===== src/rtl/dcm_reset_sequencer_if.sv =====
// Bundle between the reset sequencer and the DCM_SP plus downstream reset consumers.
// master = sequencer side, slave = DCM / system side.
interface dcm_reset_sequencer_if;
  logic       LOCKED;
  logic [7:0] STATUS;
  logic       DCM_RST;
  logic       SYS_RST;
  logic       READY;
  logic       FAILED;
  logic [7:0] RETRY_CNT;

  modport master (
    input  LOCKED,
    input  STATUS,
    output DCM_RST,
    output SYS_RST,
    output READY,
    output FAILED,
    output RETRY_CNT
  );

  modport slave (
    output LOCKED,
    output STATUS,
    input  DCM_RST,
    input  SYS_RST,
    input  READY,
    input  FAILED,
    input  RETRY_CNT
  );
endinterface


===== src/rtl/dcm_reset_sequencer.sv =====
// DCM_SP reset/lock sequencer on CLKIN: pulses DCM RST, waits for lock, settles, then releases system reset.
// Optional macro DCM_STATUS_MON_EN adds STATUS[2] (CLKFX stopped) monitoring in SETTLE and RUN.
module dcm_reset_sequencer #(
  parameter int DCM_RST_CYCLES = 3,
  parameter int LOCK_TIMEOUT   = 1024,
  parameter int SETTLE_CYCLES  = 16,
  parameter int MAX_RETRIES    = 0
) (
  input  logic                  CLKIN,
  input  logic                  RST,
  dcm_reset_sequencer_if.master bus
);

  localparam int MAX_AB = (LOCK_TIMEOUT > SETTLE_CYCLES) ? LOCK_TIMEOUT : SETTLE_CYCLES;
  localparam int MAX_N  = (MAX_AB > DCM_RST_CYCLES) ? MAX_AB : DCM_RST_CYCLES;
  localparam int CW     = $clog2(MAX_N) + 1;

  localparam logic [CW-1:0] RST_LAST     = CW'(DCM_RST_CYCLES - 1);
  localparam logic [CW-1:0] TIMEOUT_LAST = CW'(LOCK_TIMEOUT - 1);
  localparam logic [CW-1:0] SETTLE_LAST  = CW'(SETTLE_CYCLES - 1);
  localparam logic [7:0]    RETRY_LIMIT  = 8'(MAX_RETRIES);

  typedef enum logic [2:0] {
    RESET_DCM = 3'd0,
    WAIT_LOCK = 3'd1,
    SETTLE    = 3'd2,
    RUN       = 3'd3,
    FAIL      = 3'd4
  } state_t;

  state_t        state_reg, state_next;
  logic [CW-1:0] cnt_reg, cnt_next;
  logic [7:0]    retry_reg, retry_next;

  logic dcm_rst_reg, dcm_rst_next;
  logic sys_rst_reg, sys_rst_next;
  logic ready_reg, ready_next;
  logic failed_reg, failed_next;

  logic lock_meta_reg;
  logic lock_s_reg;
  logic lock_s;
  logic lock_ok;

  // LOCKED comes from the DCM with no timing relationship to CLKIN.
  always_ff @(posedge CLKIN or posedge RST) begin
    if (RST) begin
      lock_meta_reg <= 1'b0;
      lock_s_reg    <= 1'b0;
    end else begin
      lock_meta_reg <= bus.LOCKED;
      lock_s_reg    <= lock_meta_reg;
    end
  end

  assign lock_s = lock_s_reg;

`ifdef DCM_STATUS_MON_EN
  logic fx_stop_meta_reg;
  logic fx_stop_s_reg;
  logic unused_status;

  always_ff @(posedge CLKIN or posedge RST) begin
    if (RST) begin
      fx_stop_meta_reg <= 1'b0;
      fx_stop_s_reg    <= 1'b0;
    end else begin
      fx_stop_meta_reg <= bus.STATUS[2];
      fx_stop_s_reg    <= fx_stop_meta_reg;
    end
  end

  // A stopped CLKFX is as bad as lost lock once we are past WAIT_LOCK.
  assign lock_ok       = lock_s & ~fx_stop_s_reg;
  assign unused_status = ^{bus.STATUS[7:3], bus.STATUS[1:0]};
`else
  logic unused_status;

  assign lock_ok       = lock_s;
  assign unused_status = ^bus.STATUS;
`endif

  always_ff @(posedge CLKIN or posedge RST) begin
    if (RST) begin
      state_reg   <= RESET_DCM;
      cnt_reg     <= '0;
      retry_reg   <= 8'd0;
      dcm_rst_reg <= 1'b1;
      sys_rst_reg <= 1'b1;
      ready_reg   <= 1'b0;
      failed_reg  <= 1'b0;
    end else begin
      state_reg   <= state_next;
      cnt_reg     <= cnt_next;
      retry_reg   <= retry_next;
      dcm_rst_reg <= dcm_rst_next;
      sys_rst_reg <= sys_rst_next;
      ready_reg   <= ready_next;
      failed_reg  <= failed_next;
    end
  end

  always_comb begin
    state_next = state_reg;
    cnt_next   = cnt_reg;
    retry_next = retry_reg;

    case (state_reg)
      RESET_DCM: begin
        if (cnt_reg == RST_LAST) begin
          state_next = WAIT_LOCK;
          cnt_next   = '0;
        end else begin
          cnt_next = cnt_reg + 1'b1;
        end
      end

      WAIT_LOCK: begin
        // Lock has priority over a timeout on the same edge.
        if (lock_s) begin
          state_next = SETTLE;
          cnt_next   = '0;
        end else if (cnt_reg == TIMEOUT_LAST) begin
          cnt_next = '0;
          if ((MAX_RETRIES != 0) && (retry_reg == RETRY_LIMIT)) begin
            state_next = FAIL;
          end else begin
            state_next = RESET_DCM;
            if (retry_reg != 8'hFF) begin
              retry_next = retry_reg + 8'd1;
            end
          end
        end else begin
          cnt_next = cnt_reg + 1'b1;
        end
      end

      SETTLE: begin
        if (!lock_ok) begin
          state_next = WAIT_LOCK;
          cnt_next   = '0;
        end else if (cnt_reg == SETTLE_LAST) begin
          state_next = RUN;
          cnt_next   = '0;
        end else begin
          cnt_next = cnt_reg + 1'b1;
        end
      end

      RUN: begin
        if (!lock_ok) begin
          state_next = RESET_DCM;
          cnt_next   = '0;
        end
      end

      FAIL: begin
        state_next = FAIL;
      end

      default: begin
        state_next = RESET_DCM;
        cnt_next   = '0;
      end
    endcase

    // Outputs are decoded from the next state so every pin comes straight off a flop.
    dcm_rst_next = (state_next == RESET_DCM);
    sys_rst_next = (state_next != RUN);
    ready_next   = (state_next == RUN);
    failed_next  = (state_next == FAIL);
  end

  assign bus.DCM_RST   = dcm_rst_reg;
  assign bus.SYS_RST   = sys_rst_reg;
  assign bus.READY     = ready_reg;
  assign bus.FAILED    = failed_reg;
  assign bus.RETRY_CNT = retry_reg;

endmodule


===== src/flat_wrapper.sv =====
// flat-port wrapper written by rule: the top's interface ports become plain ports
module dcm_reset_sequencer_flat 
#(
  parameter int DCM_RST_CYCLES = 3,
  parameter int LOCK_TIMEOUT   = 1024,
  parameter int SETTLE_CYCLES  = 16,
  parameter int MAX_RETRIES    = 0
)
  (CLKIN, RST, bus_LOCKED, bus_STATUS, bus_DCM_RST, bus_SYS_RST, bus_READY, bus_FAILED, bus_RETRY_CNT);
  dcm_reset_sequencer_if bus_i ();
  input  logic CLKIN;
  input  logic RST;
  input wire logic [$bits(bus_i.LOCKED)-1:0] bus_LOCKED;
  input wire logic [$bits(bus_i.STATUS)-1:0] bus_STATUS;
  output wire logic [$bits(bus_i.DCM_RST)-1:0] bus_DCM_RST;
  output wire logic [$bits(bus_i.SYS_RST)-1:0] bus_SYS_RST;
  output wire logic [$bits(bus_i.READY)-1:0] bus_READY;
  output wire logic [$bits(bus_i.FAILED)-1:0] bus_FAILED;
  output wire logic [$bits(bus_i.RETRY_CNT)-1:0] bus_RETRY_CNT;
  assign bus_i.LOCKED = bus_LOCKED;
  assign bus_i.STATUS = bus_STATUS;
  assign bus_DCM_RST = bus_i.DCM_RST;
  assign bus_SYS_RST = bus_i.SYS_RST;
  assign bus_READY = bus_i.READY;
  assign bus_FAILED = bus_i.FAILED;
  assign bus_RETRY_CNT = bus_i.RETRY_CNT;
  dcm_reset_sequencer #(.DCM_RST_CYCLES(DCM_RST_CYCLES), .LOCK_TIMEOUT(LOCK_TIMEOUT), .SETTLE_CYCLES(SETTLE_CYCLES), .MAX_RETRIES(MAX_RETRIES)) u_core (.CLKIN(CLKIN), .RST(RST), .bus(bus_i));
endmodule

===== config.mk =====
export PLATFORM = sky130hd
export DESIGN_NAME = dcm_reset_sequencer_flat
export DESIGN_NICKNAME = d
export VERILOG_FILES = /design/src/rtl/dcm_reset_sequencer_if.sv /design/src/rtl/dcm_reset_sequencer.sv /design/src/flat_wrapper.sv
export SDC_FILE = /design/constraint.sdc
export NUM_CORES = 1
export LEC_CHECK = 0
export ABC_AREA = 1
export CAP_MARGIN = 15
export CORE_ASPECT_RATIO = 1.2
export CORE_MARGIN = 5
export CORE_UTILIZATION = 59
export CTS_CLUSTER_DIAMETER = 40
export CTS_CLUSTER_SIZE = 8
export DETAILED_ROUTE_END_ITERATION = 10
export GPL_ROUTABILITY_DRIVEN = 0
export PLACE_DENSITY = 0.85
export SYNTH_ARGS = -nofsm -noshare
export SYNTH_HDL_FRONTEND = slang
export SYNTH_SLANG_ARGS = --single-unit

===== constraint.sdc =====
create_clock -name CLKIN -period 4.2 [get_ports CLKIN]
set_clock_uncertainty 0.2 [all_clocks]
set_input_delay 0.84 -clock CLKIN [delete_from_list [all_inputs] [get_ports CLKIN]]
set_output_delay 0.84 -clock CLKIN [all_outputs]
set_load 0.01 [all_outputs]

==> out/qor.yml <==
floorplanning:
  start_util_pct: 61.2
  fp.dieW_um: 59.3
  placeableCoreArea_um2: 2810
  row_count: 21
  die_h_um: 69.2
  die_area_um2: 4100
  num_io_pins: 23
cts:
  hold_buffers: 0
  cts_buffers: 3
  clk_pin_slew_ns: 0.16
  clk_latency_ns: 0.34
  numClockSinks: 28
  cts_setup_buffers: 0
  clockRootBuffer: "clkbuf_4"
  cts_tree: "done"
  cts_resized: 0
  cts_max_level: 1
  clock_path_buffers: 2
setup_path:
  max_stage_delay_ns: 0.60
  r2r-end: "u_core.cnt_reg[10]"
  slowest_stage: "clkdlybuf4s50_1"
  r2r_slack_ns: 2.31
  r2r_cells: 8
  timing.critical_path.cells: "clkdlybuf4s50_1"
  crit_fanout: 7
  r2r-start: "u_core.cnt_reg[1]"
  cp.buffers_inverters: 1
  crit_path_start: "u_core.bus.RETRY_CNT[4]"
  worst_setup_path_start_kind: "flop"
  setup.worst_path.end_class: "output port"
  cp.depth: 1
  crit_family: "buffers and inverters"
  cp.arrival_ns: 1.46
  path_class: "flop to output port"
  crit_end: "bus_RETRY_CNT[4]"
  cp_data_required_time_ns: 3.16
synth:
  muxShareOfSynthArea_pct: 0
  seq_area_frac_synth_pct: 40.9
  yosys_register_bits: 28
  async_reset_ff_share_pct: 100
  synth_cells: 221
  synth_top_area_cell: "dfrtp_1"
  synth_edf_count: 0
  synth_top_area_share_pct: 37.8
  synth_fp_nets: 235
  synth_area_leaders: "dfrtp_1 38%, nand2_1 13%, nand3_1 6.7%, nand4_1 6.5%, inv_1 6.3%"
  syn_avg_cell_area_um2: 7.78
  synthXorXnorAreaFrac_pct: 3.56
  syn-cell-area_um2: 1720
  synthDistinctLibCells: 28
  synth_top_family_by_area: "simple AND/OR/NAND/NOR gates"
  synthSimpleGateAreaFrac_pct: 43.3
  synth_compound_area_share_pct: 2.84
  post-synth-top-count-cell: "nand2_1"
  yosys_most_used_dff: "dfrtp_1"
  synthTopCellsByCount: "58 x nand2_1, 29 x inv_1, 26 x dfrtp_1"
  synthAdderAreaFrac_pct: 2.18
  yosys_warnings: 0
cells_and_area:
  fin_nets: 253
  drive_gt1_share_pct: 9.66
  largest_register_ffs: 11
  fin_util_pct: 70.0
  syn2layout_area_growth_pct: 14.3
  antenna_cells: 0
  fin_cells: 272
sta:
  slew_headroom_pct: 65.4
  fin_crit_sh_pct: 59.5
  fmax_mhz: 400
  maxSlewViolCount: 0
  setup_violations: 0
  tightest_slew_ns: 0.517
  rsz0062_at_grt: "false"
  hold_viol: 0
  fin_crit_ns: 2.50
  setup_tns_ns: 0
power_and_ir_drop:
  pwr-share-seq_pct: 44.8
  power_frac_comb_pct: 32.2
  power.density_nw_per_um2: 396
  p_leak_nw: 1.00
  ir_drop_mv: 0.397
  switching_share_pct: 35.9
  p_int_w: 0.000499
  switchingPower_w: 0.000280
  clock_power_share_pct: 23.0
routing:
  viasPerCell: 5.54
  wl_per_cell_um: 13.0
  drt-total-wl_um: 3530
  firstDrtPassIters: 4
  antenna_left: 0
  drt_iter0_drc: 72
  drt_drc_violations_left: 0
  vias: 1508
grt:
  grtUsageTotal_pct: 18.7
  grt_pass1_wl_um: 6100
  antenna_found_initial: 0
  grt_max_degree: 29
  globalRouteOverflowTotal: 0
  grt_pass1_vias: 1381
placed_design:
  io_buffers: 14
  dp.cells: 267
  hpwl_um: 2660
job:
  cap_violations: 0
hold_path:
  min_path_type: "flop to flop"
status:
  status: "finished, final reports clean"
-- per-layer routing --
metal / wire length (um) / track usage [%]
met3: 103 / 2.43
met2: 1800 / 30.1
met5: 0 / 0
met1: 1580 / 25.5
met4: 46 / 5.54
-- metrics by stage --
| stage | setup WS (ns) | hold slack (ns) | instance area (um^2) | total power (W) |
|---|---|---|---|---|
| after global placement | 1.90 | 0.134 | 1890 | 0.000589 |
| after global routing | 1.64 | 0.183 | 1970 | 0.000837 |
| after detailed placement | 1.89 | 0.136 | 1890 | 0.000600 |
| final | 1.70 | 0.170 | 1970 | 0.000779 |
| after floorplan | 2.53 | 0.131 | 1720 | 0.000531 |
| after CTS | 1.70 | 0.171 | 1940 | 0.000775 |
-- power groups by stage --
| stage | clock network (W) | registers, W | logic, W |
|---|---|---|---|
| after floorplan | 0 | 0.000346 | 0.000184 |
| after global placement | 0 | 0.000349 | 0.000240 |
| after detailed placement | 0 | 0.000353 | 0.000247 |
| after CTS | 0.000179 | 0.000348 | 0.000248 |
| after global routing | 0.000195 | 0.000352 | 0.000289 |
| final | 0.000179 | 0.000349 | 0.000251 |
-- layout make-up --
| cell class | count | area (um^2) |
|---|---|---|
| clock buffers | 3 | 22.5 |
| well taps | 34 | 42.5 |
| fillers | 208 | 845 |
| repair buffers | 15 | 168 |
| inverters | 29 | 109 |
| clock inverters | 1 | 30.0 |
| flip-flops and latches | 28 | 703 |
| multi-input cells | 162 | 892 |
-- cell usage in the layout, fill, tap and decap left out, types with 2 or more instances in the layout --
cell type        count
dfrtp_1             26
xnor2_1              6
nor3_2               2
nand2_2              4
a21oi_1              3
nand2_1             58
nor3_1               2
inv_1               29
nand4_1             18
nand4_2              2
dfstp_2              2
clkdlybuf4s50_1     14
nand3b_1             3
ha_1                 3
nor2_4               3
nand3_1             23
clkbuf_4             3
nor2_1              25
-- how the worst min path moves through the flow --
stage | endpoint | startpoint | cells after the start
after floorplan | u_core.lock_ok | u_core.lock_meta_reg | 0
after global placement | u_core.lock_ok | u_core.lock_meta_reg | 0
after detailed placement | u_core.lock_ok | u_core.lock_meta_reg | 0
after CTS | u_core.lock_ok | u_core.lock_meta_reg | 0
after global routing | u_core.lock_ok | u_core.lock_meta_reg | 0
final | u_core.lock_ok | u_core.lock_meta_reg | 0
-- logic make-up after synthesis --
family,count (synthesis)
flip-flops,28
AND/OR/NAND/NOR,146
XOR/XNOR,7
buffers and inverters,31
adder cells (fa/ha/maj),3
AO/OA/AOI/OAI,6
Power figures use the tool's default switching activity.
